### src/rtl/bpb_pkg.sv
// Shared types and constants for the 2-way branch prediction buffer.
// Confidence counters exist only when BPB_COUNTER_EN is defined.
package bpb_pkg;

   typedef logic [1:0] ctr_t;

   localparam ctr_t CTR_INIT = 2'b10;
   localparam ctr_t CTR_MAX  = 2'b11;
   localparam ctr_t CTR_MIN  = 2'b00;

   // Tags are stored zero-extended to this width so the struct stays fixed-size.
   localparam int unsigned MAX_TAG_W = 32;

   typedef struct packed {
      logic                 valid;
      logic [MAX_TAG_W-1:0] tag;
      logic [31:0]          target;
      ctr_t                 ctr;
   } entry_t;

   function automatic int unsigned sets_of(input int unsigned entries);
      return entries / 2;
   endfunction

   function automatic int unsigned idx_w_of(input int unsigned entries);
      return $clog2(entries / 2);
   endfunction

endpackage

### src/rtl/bpb_table_if.sv
// Controller/fetch-facing signal bundle of the branch prediction buffer.
// The table takes the slave side; the controller and fetch drive the master side.
interface bpb_table_if #(
   parameter int unsigned TAG_WIDTH = 30
);
   logic                 stall;
   logic [TAG_WIDTH-1:0] lookup_tag;
   logic                 hit;
   logic [31:0]          pred_addr;
   logic                 w_en;
   logic                 sw;
   logic                 set_valid;
   logic [TAG_WIDTH-1:0] set_tag;
   logic [31:0]          set_addr;
   logic [31:0]          check_addr;
   logic                 conflict;

   modport master (
      output stall, lookup_tag, w_en, sw, set_valid, set_tag, set_addr, check_addr,
      input  hit, pred_addr, conflict
   );

   modport slave (
      input  stall, lookup_tag, w_en, sw, set_valid, set_tag, set_addr, check_addr,
      output hit, pred_addr, conflict
   );
endinterface

### src/rtl/bpb_sat_counter.sv
// 2-bit saturating up/down counter step used for branch confidence.
module bpb_sat_counter
   import bpb_pkg::*;
(
   input  ctr_t ctr,
   input  logic up,
   output ctr_t ctr_next
);

   always_comb begin
      ctr_next = ctr;
      if (up) begin
         if (ctr != CTR_MAX) ctr_next = ctr + 2'd1;
      end else begin
         if (ctr != CTR_MIN) ctr_next = ctr - 2'd1;
      end
   end

endmodule

### src/rtl/bpb_table.sv
// 2-way set-associative branch prediction buffer storage with per-set LRU.
// Define BPB_COUNTER_EN to add 2-bit confidence counters gating the hit output.
module bpb_table
   import bpb_pkg::*;
#(
   parameter int unsigned ENTRIES   = 16,
   parameter int unsigned TAG_WIDTH = 30
) (
   input logic        clk,
   input logic        resetn,
   bpb_table_if.slave bus
);

   localparam int unsigned SETS  = sets_of(ENTRIES);
   localparam int unsigned IDX_W = idx_w_of(ENTRIES);

   entry_t            tbl_q [2][SETS];
   logic   [SETS-1:0] lru_q;

   // Fetch-side lookup
   logic [IDX_W-1:0]     l_idx;
   logic [MAX_TAG_W-1:0] l_tag;
   logic                 lm0, lm1, l_match;
   entry_t               l_entry;

   assign l_idx   = bus.lookup_tag[IDX_W-1:0];
   assign l_tag   = MAX_TAG_W'(bus.lookup_tag);
   assign lm0     = tbl_q[0][l_idx].valid && (tbl_q[0][l_idx].tag == l_tag);
   assign lm1     = tbl_q[1][l_idx].valid && (tbl_q[1][l_idx].tag == l_tag);
   assign l_match = lm0 | lm1;
   assign l_entry = lm0 ? tbl_q[0][l_idx] : tbl_q[1][l_idx];

`ifdef BPB_COUNTER_EN
   assign bus.hit = l_match & l_entry.ctr[1];
`else
   assign bus.hit = l_match;
`endif
   assign bus.pred_addr = bus.hit ? l_entry.target : 32'h0;

   // Controller-side write/confirm
   logic [IDX_W-1:0]     s_idx;
   logic [MAX_TAG_W-1:0] s_tag;
   logic                 sm0, sm1, s_match, s_way, targets_differ;
   entry_t               s_entry;

   assign s_idx          = bus.set_tag[IDX_W-1:0];
   assign s_tag          = MAX_TAG_W'(bus.set_tag);
   assign sm0            = tbl_q[0][s_idx].valid && (tbl_q[0][s_idx].tag == s_tag);
   assign sm1            = tbl_q[1][s_idx].valid && (tbl_q[1][s_idx].tag == s_tag);
   assign s_match        = sm0 | sm1;
   assign s_way          = sm0 ? 1'b0 : 1'b1;
   assign s_entry        = sm0 ? tbl_q[0][s_idx] : tbl_q[1][s_idx];
   assign targets_differ = s_entry.target != bus.check_addr;
   assign bus.conflict   = bus.sw & s_match & targets_differ;

`ifdef BPB_COUNTER_EN
   ctr_t ctr_next;

   bpb_sat_counter u_sat_counter (
      .ctr      (s_entry.ctr),
      .up       (~targets_differ),
      .ctr_next (ctr_next)
   );
`endif

   // Existing tag first, then an empty way (way0 first), then the LRU victim.
   logic alloc_way;

   always_comb begin
      alloc_way = 1'b0;
      if (sm0)                         alloc_way = 1'b0;
      else if (sm1)                    alloc_way = 1'b1;
      else if (!tbl_q[0][s_idx].valid) alloc_way = 1'b0;
      else if (!tbl_q[1][s_idx].valid) alloc_way = 1'b1;
      else                             alloc_way = lru_q[s_idx];
   end

   // Single write port: w_en takes priority and a concurrent sw is dropped.
   logic   wr_en, wr_way, lru_en;
   entry_t wr_entry;

   always_comb begin
      wr_en    = 1'b0;
      wr_way   = 1'b0;
      lru_en   = 1'b0;
      wr_entry = s_entry;
      if (!bus.stall) begin
         if (bus.w_en) begin
            wr_en    = 1'b1;
            wr_way   = alloc_way;
            lru_en   = 1'b1;
            wr_entry = '{valid:  bus.set_valid,
                         tag:    s_tag,
                         target: bus.set_addr,
                         ctr:    CTR_INIT};
         end else if (bus.sw && s_match) begin
            wr_way = s_way;
            lru_en = 1'b1;
`ifdef BPB_COUNTER_EN
            wr_en        = 1'b1;
            wr_entry.ctr = ctr_next;
`endif
         end
      end
   end

   always_ff @(posedge clk or negedge resetn) begin
      if (!resetn) begin
         for (int w = 0; w < 2; w++) begin
            for (int s = 0; s < int'(SETS); s++) begin
               tbl_q[w][s] <= '0;
            end
         end
         lru_q <= '0;
      end else begin
         if (wr_en)  tbl_q[wr_way][s_idx] <= wr_entry;
         if (lru_en) lru_q[s_idx]         <= ~wr_way;
      end
   end

endmodule

### src/flat_wrapper.sv
// flat-port wrapper written by rule: the top's interface ports become plain ports
module bpb_table_flat import bpb_pkg::*;
#(
   parameter int unsigned ENTRIES   = 16,
   parameter int unsigned TAG_WIDTH = 30
)
  (clk, resetn, bus_stall, bus_lookup_tag, bus_w_en, bus_sw, bus_set_valid, bus_set_tag, bus_set_addr, bus_check_addr, bus_hit, bus_pred_addr, bus_conflict);
  bpb_table_if #(.TAG_WIDTH(TAG_WIDTH)) bus_i ();
  input logic clk;
  input logic resetn;
  input wire logic [$bits(bus_i.stall)-1:0] bus_stall;
  input wire logic [$bits(bus_i.lookup_tag)-1:0] bus_lookup_tag;
  input wire logic [$bits(bus_i.w_en)-1:0] bus_w_en;
  input wire logic [$bits(bus_i.sw)-1:0] bus_sw;
  input wire logic [$bits(bus_i.set_valid)-1:0] bus_set_valid;
  input wire logic [$bits(bus_i.set_tag)-1:0] bus_set_tag;
  input wire logic [$bits(bus_i.set_addr)-1:0] bus_set_addr;
  input wire logic [$bits(bus_i.check_addr)-1:0] bus_check_addr;
  output wire logic [$bits(bus_i.hit)-1:0] bus_hit;
  output wire logic [$bits(bus_i.pred_addr)-1:0] bus_pred_addr;
  output wire logic [$bits(bus_i.conflict)-1:0] bus_conflict;
  assign bus_i.stall = bus_stall;
  assign bus_i.lookup_tag = bus_lookup_tag;
  assign bus_i.w_en = bus_w_en;
  assign bus_i.sw = bus_sw;
  assign bus_i.set_valid = bus_set_valid;
  assign bus_i.set_tag = bus_set_tag;
  assign bus_i.set_addr = bus_set_addr;
  assign bus_i.check_addr = bus_check_addr;
  assign bus_hit = bus_i.hit;
  assign bus_pred_addr = bus_i.pred_addr;
  assign bus_conflict = bus_i.conflict;
  bpb_table #(.ENTRIES(ENTRIES), .TAG_WIDTH(TAG_WIDTH)) u_core (.clk(clk), .resetn(resetn), .bus(bus_i));
endmodule
### config.mk
export PLATFORM = sky130hd
export DESIGN_NAME = bpb_table_flat
export DESIGN_NICKNAME = d
export VERILOG_FILES = /design/src/rtl/bpb_pkg.sv /design/src/rtl/bpb_table_if.sv /design/src/rtl/bpb_sat_counter.sv /design/src/rtl/bpb_table.sv /design/src/flat_wrapper.sv
export SDC_FILE = /design/constraint.sdc
export NUM_CORES = 2
export LEC_CHECK = 0
export ABC_AREA = 1
export ABC_CLOCK_PERIOD_IN_PS = 6760
export BUFFER_PORTS_ARGS = -buffer_cell sky130_fd_sc_hd__buf_4
export CELL_PAD_IN_SITES_DETAIL_PLACEMENT = 1
export CELL_PAD_IN_SITES_GLOBAL_PLACEMENT = 2
export CORE_MARGIN = 8
export CORE_UTILIZATION = 35
export CTS_CLUSTER_DIAMETER = 80
export CTS_CLUSTER_SIZE = 10
export DETAILED_ROUTE_END_ITERATION = 6
export PLACE_DENSITY = 0.79
export SYNTH_ARGS = -nofsm -noshare
export SYNTH_HDL_FRONTEND = slang
export SYNTH_SLANG_ARGS = --single-unit
### constraint.sdc
create_clock -name clk -period 6.76 [get_ports clk]
set_input_delay 1.352 -clock clk [delete_from_list [all_inputs] [get_ports clk]]
set_output_delay 1.352 -clock clk [all_outputs]
set_load 0.005 [all_outputs]
---- After elaboration in Yosys (flattened, before gate mapping) ----
Index checks and enable logic that the tools add are counted.
cells by class
  order comparisons ....................... 7
  equal/unequal tests ..................... 5
  multiplexer cells ....................... 40
  bitwise operators ....................... 8
  reduce and logical (&&, ||, !) cells .... 8
operator list
  kind                                                                count
  bitwise mux 1072 bit                                                1
  binary-select mux 67 bit (select 3 bit)                             4
  2-to-1 mux 67 bit                                                   12
  demux 536 bit (select 1 bit)                                        1
  2-to-1 mux 536 bit                                                  1
  demux 67 bit (select 3 bit)                                         1
  equality test 32 x 30 -> 1 bit                                      4
  2-to-1 mux 34 bit                                                   1
  2-to-1 mux 32 bit                                                   1
  != test 32 bit                                                      1
  2-to-1 mux 1 bit                                                    15
  bitwise mux 8 bit                                                   1
  greater-or-equal comparator 4 bit (second input constant)           2
  logical AND 1 bit                                                   8
  NOT 3 -> 4 bit                                                      2
  < comparator 3 x 4 -> 1 bit (second input constant)                 1
  < comparator 4 x 1 -> 1 bit (second input constant)                 1
  binary-select mux 1 bit (select 3 bit)                              1
  demux 1 bit (select 3 bit)                                          1
  greater-or-equal comparator 3 x 1 -> 1 bit (second input constant)  1
  AND 1 bit                                                           2
  greater-or-equal comparator 2 bit (second input constant)           1
  < comparator 2 x 1 -> 1 bit (second input constant)                 1
  NOT 1 -> 2 bit                                                      1
  other kinds (2)                                                     3
storage, ports and cells
  register bits after elaboration ......... 1080
  output and inout bits ................... 34
  word-level logic and storage cells ...... 133

---- Longest topological paths before layout ----
  depth after elaboration ................. 17
  gate-level depth with buffers ........... 27
  gate-level depth less buffers ........... 24

---- Worst setup path before layout ----
No wires, ideal clock.
  path type ............................... input -> output
  start point ............................. input port bus_lookup_tag[0]
  end point ............................... output port bus_pred_addr[12]
  arrival ................................. 3.815 ns
  slack ................................... 1.593 ns
  stages on the path ...................... 13
  buffers on the path ..................... 7
  cell sequence ........................... clkbuf_1 -> inv_2 -> clkbuf_1 -> clkbuf_1 -> clkbuf_1 -> clkbuf_1 -> clkbuf_1 -> clkbuf_1 -> nand2_1 -> a32o_1 -> mux2i_1 -> o21ai_0 -> nor2_1
between the ends
  longest elaborated chain between the ends .. 8
  elaborated cells between the ends (all ways) .. 14
  classes of those cells .................. 2 x eq/ne; 8 x mux; 2 x bitwise; 2 x reduce/logical
ends and longest elaborated chain
  element                                                            RTL line                                           source
  start: declaration                                                 flat_wrapper.sv:12                                 input wire logic [$bits(bus_i.lookup_tag)-1:0] bus_lookup_tag;
  NOT 3 -> 4 bit (not written as such)                               bpb_table.sv:28, bpb_table.sv:29, bpb_table.sv:31
  binary-select mux 67 bit (select 3 bit), on equally long branches  bpb_table.sv:28, bpb_table.sv:31, bpb_table.sv:29
  2-to-1 mux 67 bit, on equally long branches (2 in series)          bpb_table.sv:31, bpb_table.sv:29
  equality test 32 x 30 -> 1 bit, on equally long branches           bpb_table.sv:28, bpb_table.sv:29
  logical AND 1 bit, on equally long branches                        bpb_table.sv:28, bpb_table.sv:29
  2-to-1 mux 34 bit or OR 1 bit (tied branches)                      bpb_table.sv:31, bpb_table.sv:30
  2-to-1 mux 32 bit *                                                bpb_table.sv:38                                    assign bus.pred_addr = bus.hit ? l_entry.target : 32'h0;
  end: declaration                                                   flat_wrapper.sv:20                                 output wire logic [$bits(bus_i.pred_addr)-1:0] bus_pred_addr;
Every way passes the cells marked *; elsewhere a longest branch is shown, timed or not. The select of a mux whose other input is x is not followed.

---- Final worst setup path ----
  start point ............................. input port bus_set_tag[2]
  end point ............................... output port bus_conflict
between the ends
  longest elaborated chain between the ends .. 9
  elaborated cells between the ends (all ways) .. 16
  classes of those cells .................. 3 x eq/ne; 7 x mux; 4 x bitwise; 2 x reduce/logical
ends and longest elaborated chain
  element                                                            RTL line                                           source
  start: declaration                                                 flat_wrapper.sv:16                                 input wire logic [$bits(bus_i.set_tag)-1:0] bus_set_tag;
  NOT 3 -> 4 bit (not written as such)                               bpb_table.sv:48, bpb_table.sv:49, bpb_table.sv:52
  binary-select mux 67 bit (select 3 bit), on equally long branches  bpb_table.sv:48, bpb_table.sv:52, bpb_table.sv:49
  2-to-1 mux 67 bit, on equally long branches (2 in series)          bpb_table.sv:48, bpb_table.sv:52, bpb_table.sv:49
  equality test 32 x 30 -> 1 bit, on equally long branches           bpb_table.sv:48, bpb_table.sv:49
  logical AND 1 bit, on equally long branches                        bpb_table.sv:48, bpb_table.sv:49
  2-to-1 mux 67 bit or OR 1 bit (tied branches)                      bpb_table.sv:52, bpb_table.sv:50
  != test 32 bit or AND 1 bit (tied branches)                        bpb_table.sv:53, bpb_table.sv:54
  AND 1 bit *                                                        bpb_table.sv:54                                    assign bus.conflict = bus.sw & s_match & targets_differ;
  end: declaration                                                   flat_wrapper.sv:21                                 output wire logic [$bits(bus_i.conflict)-1:0] bus_conflict;
Marks and branches as above.

==> summary.md <==
| Metric | Value |
|---|---|
| Clock slew at reported path FFs | ~0.05 ns |
| Site Rows | about 150 |
| Syn_nets | between 7k and 8k |
| Max cap viols | 0 |
| Pwr dens | 286 nW/um^2 |
| Required @ worst endpoint | about 5.4 ns |
| Worst Skew | 0.0357 ns |
| Final nets | a little under 8k |
| CTS sink cnt | approximately 1.0k |
| Seq/Total Area, Yosys | 0.458 |
| Final Instance Area | 66500 sq um |
| First-pass iteration count of the detailed router | 5 |
| Tcrit/Tclk final | 0.992 |
| Yosys top cell by area | dfrtp_1 |
| Max clock buf depth | 3 |
| Inst Count DP | approximately 10k |
| Ys async rst share | 1.00 |
| Vias/cell | approximately 5.8 |
| H-tree depth | 4 |
| Status | completed |
| Mean post-synth cell area | approximately 7.4 sq um |
| Count of final setup violators | 0 |
| Hpwl dp | about 170 mm |
| Gpl congestion | ~0.97 |
| DR iter-0 viols | between 5k and 6k |
| Die Span X | between 400 and 500 microns |
| Netlist Area Pre-Place | about 57000 sq um |
| Met3 global-route usage | 0.0395 |
| Gr ovfl total | 0 |
| Vias | ~58k |
| Max VDD drop | between 0.2 and 0.25 mV |
| Actual slew at the worst max-slew pin | 1.27 ns |
| Number of buffers created by CTS | between 100 and 150 |
| Post-synth EDFFs | 0 |
| IO buf count | between 150 and 200 |
| Final Non-Filler Cells | ~10k |
| Clk_lat worst skew | approximately 0.8 ns |
| Top cells by count, synth | nand2_1 (2149), o21ai_0 (1350), dfrtp_1 (1048) |
| Main synth FF type | dfrtp_1 |
| Fin. max-slew vios | 0 |
| Max Fclk | 0.149 GHz |
| Yosys top cell area share | 0.458 |
| Synthesized netlist cell count | 7759 |
| Crit path time final | between 6 and 7 ns |
| Hold slack | 0.459 ns |
| HP Class | flop to flop |
| Busiest metal layer after global routing | met2 |
| Die H | 420 microns |
| Area Overhead vs Synth | 16.1% |
| Initial antenna violation count | 2 |
| Area of the multi-input gates | 26400 sq um |
| Leak pwr | between 30 and 40 nW |
| Count leader, synth | nand2_1 |
| Routed Antenna Nets | 0 |
| Clock root cell | clkbuf_16 |
| Initial Util | 0.352 |
| Setup CP Type | input pin to primary output |
| Dpl cell area | 62700 sq um |
| Yosys warnings | 0 |
| Synthesized flop and latch total | 1048 |
| Largest net degree at the start of global routing | about 180 |
| GRT Total Usage | 0.292 |
| First-pass GRT wire length | 393 mm |
| WL per Instance | 26.3 microns |
| DRC | 0 |
| Setup_tns | 0 ns |
| CORE AREA | approximately 160000 sq um |
| Top cells by area, synth | dfrtp_1 (46%), nand2_1 (14%), o21ai_0 (12%) |
| CP Capture Type | primary output |
| Peak fanout along the critical path | 83 |
| Met2 Use GR | 0.470 |
| CTS tree | done |
| Die Area | about 180000 sq um |
| Final Hold Fails | 0 |
| Worst endpoint data arrival time | 5.36 ns |
| Worst Setup Start Kind | input pin |
| Relative slew margins | 0.143 |
| IO Pins | approximately 160 |
| Share of cells above drive strength 1 | 0.0992 |
| Vias in the first global route | just under 60k |
| M1 GR Usage | 0.398 |
| FF/Latch Area | 26200 sq um |
| # fillers | ~20k |
| Hold Buf Count CTS | 0 |
| Cell variety after synth | 63 |
| Final WL | 263 mm |
==> placed cells by master, fill, tap and decap left out, types with 10 or more instances in the layout <==
cell type	count
o22ai_1	224
nor3_1	41
o211ai_1	55
a22oi_1	13
nand3_4	10
a211oi_1	16
nand3b_1	20
o2111ai_1	13
o221ai_1	53
or2_2	21
o21ai_0	1346
xor2_1	37
nand3_1	288
a32oi_1	30
nand2_1	2140
nand2_4	12
nor2_4	10
clkbuf_16	136
nand4_1	39
inv_1	552
buf_4	434
nor4_1	47
o21a_1	31
o21ai_1	229
dfrtp_1	1048
a221oi_1	29
nor2_1	434
a21oi_1	313
buf_12	94
==> worst max-delay path, stage by stage <==
cell	delay [ns]
buf_4	0.24
nor2_4	0.08
buf_12	0.16
nand2_4	0.08
buf_12	0.57
inv_2	0.12
buf_12	0.20
nand2_1	0.07
o21ai_0	0.09
nor4_2	0.76
xor2_1	0.42
nand4_1	0.18
nor2_1	0.15
nand4_1	0.11
nand2_1	0.23
nand2_1	0.12
nor2_1	0.11
buf_4	0.14
buf_4	0.11
==> cells by family after synthesis <==
logic type	Yosys count	share of synthesized area
AO/OA/AOI/OAI	2398	0.231
XOR/XNOR	44	0.00673
flip-flops	1048	0.458
AND/OR/NAND/NOR	3084	0.219
multiplexers	2	0.000350
buffers and inverters	1183	0.0850
==> registers in the layout, summed over array words and instances (netlist names) <==
signal        cells
u_core.lru_q      8
u_core.tbl_q   1040
==> layout make-up <==
| class | instances | share of cell area |
|---|---|---|
| Sequential cell | 1048 | 0.394 |
| Clock inverter | 22 | 0.00442 |
| Timing Repair Buffer | 533 | 0.0783 |
| Tap cell | 2175 | 0.0409 |
| Antenna cell | 4 | 0.000151 |
| Inverter | 566 | 0.0323 |
| Multi-Input combinational cell | 5528 | 0.397 |
| Clock buffer | 144 | 0.0524 |
==> path summary, 6_finish.rpt <==
path                                      to  slack [ns]  depth (start not counted)         startpoint
max                             bus_conflict        0.05                         19     bus_set_tag[2]
min                        u_core.tbl_q[131]        0.46                          2  u_core.tbl_q[131]
max reg2reg                 u_core.tbl_q[97]        2.71                         20  u_core.tbl_q[801]
min reg2reg                u_core.tbl_q[131]        0.46                          2  u_core.tbl_q[131]
max in group asynchronous  u_core.tbl_q[885]        4.66                          2             resetn
min in group asynchronous  u_core.tbl_q[980]        0.60                          1             resetn
==> stage by stage <==
stage	utilization	power [mW]	worst slack (ns)
4_1_cts	0.409	19.1	0.00581
6_report	0.409	19.0	0.0523
2_1_floorplan	-	10.6	1.59
3_3_place_gp	0.385	12.3	0.0200
5_1_grt	0.409	20.0	-0.0140
3_5_place_dp	0.385	12.4	-0.0113
==> what timing repair did <==
item                                    in CTS  in global routing
hold endpoints to repair                     0                  0
resized for setup                            1                  3
pin swaps                                    0                  2
endpoints found under the setup margin       1                  1
buffers inserted                             0                  1
==> per-layer routing <==
metal  share of wire  routed length (microns)
met3           0.062                    16200
met4           0.045                    11900
met1            0.44                   115000
met2            0.46                   120000
met5        0.000049                       13
==> report_power, final <==
part / switching [mW] / internal, mW
sequential: 0.901 / 7.40
clock: 2.86 / 3.76
combinational: 2.67 / 1.45
total: 6.43 / 12.6
(Power assumes the default switching activity.)
